**src/rtl/wb_fill_master.sv**
```systemverilog
// Wishbone classic master that writes a rectangular fill of 32-bit words.
// Optional macro WB_FILL_PATTERN_EN: write data becomes fill_data + column (per-row ramp).
module wb_fill_master #(
  parameter int DIM_W          = 10,
  parameter int TIMEOUT_CYCLES = 255
) (
  input  logic             clk,
  input  logic             reset,
  input  logic             start,
  input  logic [31:0]      base_addr,
  input  logic [31:0]      stride,
  input  logic [DIM_W-1:0] width,
  input  logic [DIM_W-1:0] height,
  input  logic [31:0]      fill_data,
  output logic             busy,
  output logic             done,
  output logic             error,
  output logic             wb_cyc_o,
  output logic             wb_stb_o,
  output logic             wb_we_o,
  output logic [3:0]       wb_sel_o,
  output logic [31:0]      wb_addr_o,
  output logic [31:0]      wb_data_o,
  input  logic             wb_ack_i,
  input  logic             wb_err_i
);

  typedef enum logic [1:0] {S_IDLE, S_REQ, S_NEXT, S_DONE} state_t;

  localparam int              TW      = (TIMEOUT_CYCLES > 1) ? $clog2(TIMEOUT_CYCLES) : 1;
  localparam bit              TO_EN   = (TIMEOUT_CYCLES > 0);
  localparam logic [TW-1:0]   TO_LOAD = TO_EN ? TW'(TIMEOUT_CYCLES - 1) : '0;
  localparam logic [DIM_W-1:0] ONE    = DIM_W'(1);

  state_t             state_q, state_d;
  logic [DIM_W-1:0]   col_q, col_d, row_q, row_d;
  logic [DIM_W-1:0]   width_q, width_d, height_q, height_d;
  logic [31:0]        row_base_q, row_base_d, stride_q, stride_d, fill_q, fill_d;
  logic [TW-1:0]      wait_q, wait_d;
  logic               error_q, error_d;
  logic               last_col, last_row, timeout;

  assign last_col = (col_q == width_q - ONE);
  assign last_row = (row_q == height_q - ONE);
  // Wait timer is a down-counter reloaded on every entry to REQ.
  assign timeout  = TO_EN && (wait_q == '0);

  always_ff @(posedge clk or posedge reset) begin
    if (reset) begin
      state_q    <= S_IDLE;
      col_q      <= '0;
      row_q      <= '0;
      width_q    <= '0;
      height_q   <= '0;
      row_base_q <= '0;
      stride_q   <= '0;
      fill_q     <= '0;
      wait_q     <= '0;
      error_q    <= 1'b0;
    end else begin
      state_q    <= state_d;
      col_q      <= col_d;
      row_q      <= row_d;
      width_q    <= width_d;
      height_q   <= height_d;
      row_base_q <= row_base_d;
      stride_q   <= stride_d;
      fill_q     <= fill_d;
      wait_q     <= wait_d;
      error_q    <= error_d;
    end
  end

  always_comb begin
    state_d    = state_q;
    col_d      = col_q;
    row_d      = row_q;
    width_d    = width_q;
    height_d   = height_q;
    row_base_d = row_base_q;
    stride_d   = stride_q;
    fill_d     = fill_q;
    wait_d     = wait_q;
    error_d    = error_q;
    unique case (state_q)
      S_IDLE: begin
        wait_d = TO_LOAD;
        if (start) begin
          width_d    = width;
          height_d   = height;
          stride_d   = stride;
          fill_d     = fill_data;
          row_base_d = base_addr;
          col_d      = '0;
          row_d      = '0;
          error_d    = 1'b0;
          state_d    = (width == '0 || height == '0) ? S_DONE : S_REQ;
        end
      end
      S_REQ: begin
        if (wait_q != '0) wait_d = wait_q - TW'(1);
        // Error beats ack; ack in the timeout cycle still completes the word.
        if (wb_err_i) begin
          error_d = 1'b1;
          state_d = S_DONE;
        end else if (wb_ack_i) begin
          if (last_col && last_row) begin
            state_d = S_DONE;
          end else begin
            state_d = S_NEXT;
            if (last_col) begin
              col_d      = '0;
              row_d      = row_q + ONE;
              row_base_d = row_base_q + stride_q;
            end else begin
              col_d = col_q + ONE;
            end
          end
        end else if (timeout) begin
          error_d = 1'b1;
          state_d = S_DONE;
        end
      end
      S_NEXT: begin
        wait_d  = TO_LOAD;
        state_d = S_REQ;
      end
      S_DONE: begin
        state_d = S_IDLE;
      end
    endcase
  end

  always_comb begin
    wb_stb_o  = (state_q == S_REQ);
    wb_cyc_o  = wb_stb_o;
    wb_we_o   = wb_stb_o;
    wb_sel_o  = wb_stb_o ? 4'hF : 4'h0;
    wb_addr_o = wb_stb_o ? (row_base_q + (32'(col_q) << 2)) : 32'h0;
`ifdef WB_FILL_PATTERN_EN
    wb_data_o = wb_stb_o ? (fill_q + 32'(col_q)) : 32'h0;
`else
    wb_data_o = wb_stb_o ? fill_q : 32'h0;
`endif
    busy      = (state_q == S_REQ) || (state_q == S_NEXT);
    done      = (state_q == S_DONE);
    error     = error_q;
  end

endmodule

```
**config.mk**
```make
export PLATFORM = sky130hd
export DESIGN_NAME = wb_fill_master
export DESIGN_NICKNAME = d
export VERILOG_FILES = /design/src/rtl/wb_fill_master.sv
export SDC_FILE = /design/constraint.sdc
export NUM_CORES = 1
export LEC_CHECK = 0
export ABC_AREA = 1
export CELL_PAD_IN_SITES_DETAIL_PLACEMENT = 1
export CELL_PAD_IN_SITES_GLOBAL_PLACEMENT = 1
export CORE_MARGIN = 4
export CORE_UTILIZATION = 38
export DETAILED_ROUTE_END_ITERATION = 12
export MAX_ROUTING_LAYER = met4
export PLACE_DENSITY_LB_ADDON = 0.1
export RECOVER_POWER = 100
export SLEW_MARGIN = 10
export SYNTH_ARGS = -nofsm -noshare
export SYNTH_HDL_FRONTEND = slang
export SYNTH_SLANG_ARGS = --single-unit
export TNS_END_PERCENT = 1
```
**constraint.sdc**
```tcl
create_clock -name clk -period 6.2 [get_ports clk]
set_input_delay 1.55 -clock clk [delete_from_list [all_inputs] [get_ports clk]]
set_output_delay 1.55 -clock clk [all_outputs]
set_load 0.02 [all_outputs]
```
==> results.cfg <==
[synth]
synth.area.mux_share_pct = 6.42
yosysSeqAreaShare_pct = 32.8
synthXorXnorAreaFrac_pct = 2.89
synth_warnings = 0
synth_compound_area_share_pct = 6.30
synth_top_family_by_area = simple AND/OR/NAND/NOR gates
synth_most_common_cell = nand2_1
ys_ff_latch = 147
synth.cell_area_mm2 = 0.0112
yosys.area_share.simple_pct = 35.4
yosysTopAreaCellShare_pct = 32.8
synth.distinct_cells = 39
synth-main-ff-cell = dfrtp_1
syn_area_per_cell_um2 = 6.65
synth-adder-area-share_pct = 5.93
syn_inst = 1687
synthTopCellsByCount = 596 x nand2_1, 239 x inv_1, 158 x nand3_1
synthArstFlopShare_pct = 100
synth_area_leader_cell = dfrtp_1
yosys-top-cells-area = dfrtp_1 33%, nand2_1 20%, inv_1 8.0%
syn_nets = 1860
synth_edf_count = 0

[worst_setup_path]
reg2reg_setup_slack_ns = 2.16
r2r_end = stride_q[1]$_DFFE_PP0P_
crit_arrival_ns = 3.84
cp-start-kind = flip-flop
crit_fanout = 33
timing.rr.start = state_q[0]$_DFFE_PP0P_
crit_slowest_cell = clkbuf_1
endpoint = wb_addr_o[13]
critPathMaxStageDelay_ns = 1.10
cp-end-kind = output pin
r2r_cells = 6
startpoint = state_q[1]$_DFFE_PP0P_
cp_cell_sequence = inv_1, ha_4, clkbuf_1, o21ai_0, a21oi_1, dlygate4sd3_1
crit_required_ns = 4.65
worst-setup-path-type = flip-flop to output pin

[outcome]
status = finished, violations left
violations = max-capacitance violations, max-slew violations

[clocking]
clkTransAtPathRegs_ns = 0.07
h-tree-depth = 4
cts_tree = done
cts_buffers = 17
cts.sinks = 147
cts_root_buffer = clkbuf_16
postCtsSetupBuffers = 0
ctsHoldBuffers = 0
cts.repair.resized = 0
clk_path_buf_depth = 2
clock_latency_ns = 0.44

[timing]
fmax_mhz = 185
fin_crit_ns = 5.39
worst_hold_slack_ns = 0.490
setup_viol = 0
worstMarginPinSlew_ns = 3.24
slew_viol_final = 186
timing.final.crit_share_pct = 87.0
rsz0062_at_grt = false
setup-tns-final_ns = 0
hold_viol = 0
skew_ns = 0.0136
timing.slew.headroom_pct = -116

[placement]
place.gp.congestion = 0.940
post-dp-hpwl_um = 30200
io_buffer_count = 194
dpl.cell_count = 2223

[floorplanning]
initial_core_util_pct = 38.8
die_y_um = 180
pin_count = 195
dieArea_mm2 = 0.0323
num_rows = 62
die_x_um = 180
fp.coreArea_mm2 = 0.0289

[power_and_ir_drop]
ir_worst_vdd_mv = 0.260
power_density_mw_per_mm2 = 537
leakage_nw = 7.46
finalPower_mw = 7.52

[finish]
nets = 2031
syn_to_final_growth_pct = 24.8
drive_above_1_share_pct = 5.93
final_cells = 2255
fin_util_pct = 48.4
antenna_cells = 0

[global_routing]
grt_start_max_net_pins = 78
grt_use_total_pct = 25.1
grt_pass1_wl_um = 63900
gr-total-overflow = 0
first_global_vias = 11800
antenna_found_initial = 0

[route]
ant_nets = 0
via_per_inst = 5.08
wl_per_cell_um = 17.5
via_count = 11400
first_pass_iters = 5
drtIter0Drc = 521
drcViolationCount = 0
wl_um = 39600

[hold_path]
hold_path_depth = 2
hold_class = flip-flop to flip-flop

[job]
cap_viol_max_count = 3
==> worst min-delay path by stage <==
| stage | startpoint | endpoint | slack, ns |
|---|---|---|---|
| 6_report | wait_q[7]$_DFFE_PP0P_ | wait_q[7]$_DFFE_PP0P_ | 0.49 |
| 5_1_grt | fill_q[2]$_DFFE_PP0P_ | fill_q[2]$_DFFE_PP0P_ | 0.52 |
| 4_1_cts | wait_q[7]$_DFFE_PP0P_ | wait_q[7]$_DFFE_PP0P_ | 0.49 |
| 3_5_place_dp | wait_q[7]$_DFFE_PP0P_ | wait_q[7]$_DFFE_PP0P_ | 0.48 |
| 3_3_place_gp | wait_q[7]$_DFFE_PP0P_ | wait_q[7]$_DFFE_PP0P_ | 0.46 |
| 2_1_floorplan | wait_q[7]$_DFFE_PP0P_ | wait_q[7]$_DFFE_PP0P_ | 0.45 |
==> cells by family after synthesis <==
kind of cell | Yosys count
AOI/OAI and AO/OA | 131
and+or+nand+nor | 965
xor gates and xnor gates | 37
muxes | 64
DFF | 147
adders and majority gates | 52
buffers and inverters | 291
==> placed cells by master, fill, tap and decap left out, drive strengths merged <==
cell	instances
nor4	6
xor2	23
clkinv	3
nor3b	2
nand3b	10
and2	2
a21o	4
clkbuf	23
and3	1
a21boi	2
dfrtp	147
clkinvlp	5
fa	2
nor3	12
a31oi	2
o21bai	4
nand4	16
o21a	1
buf	4
nor2	157
a211oi	2
inv	245
or2	3
a21oi	57
o211ai	1
nand2	597
dlygate4sd3	75
xnor2	14
o31ai	1
mux2	64
o21ai	57
bufinv	1
clkdlybuf4s50	119
ha	50
nand3	159
==> critical path: cells and delay by family, from the launching register on <==
kind            cells  cell delay [ns]
fa+ha+maj           1             0.42
buf+inv             3             1.98
flops               1             0.41
compound gates      2             0.56
==> metal layers <==
metal  GRT usage, %  vias to the layer above  routed length [µm]
met3           3.19                       52                1340
met2           43.1                      224               19700
met4           7.59                        0                 940
met1           30.9                     5511               17600
li1               -                     5660                   -
met5              -                        -                   0
==> per-stage QoR <==
| step | cell area (µm²) | worst slack [ns] |
|---|---|---|
| after global routing | 14000 | 0.573 |
| after floorplan | 11200 | 0.699 |
| after global placement | 13500 | 1.61 |
| after detailed placement | 13500 | 1.55 |
| final | 14000 | 0.809 |
| after CTS | 14000 | 1.06 |
==> final cells by class <==
class	instances	area, µm²
Inverter	241	905
Timing Repair Buffer	202	1990
Clock buffer	19	433
Sequential cell	147	3680
Clock inverter	13	125
Multi-Input combinational cell	1249	6390
Fill cell	3817	14900
Tap cell	384	480
==> flip-flops by register name, summed over array words and instances, names as in the netlist, 8 cells and up <==
register,cells
fill_q,32
row_base_q,32
stride_q,32
col_q,10
height_q,10
row_q,10
width_q,10
wait_q,8
==> report_power, final <==
part | internal, mW | total (mW) | switching (mW)
logic | 1.70 | 4.69 | 2.99
clock network | 0.557 | 1.01 | 0.456
registers | 1.37 | 1.82 | 0.451
total | 3.63 | 7.52 | 3.89
No activity file was read; power rests on OpenSTA's default activity.
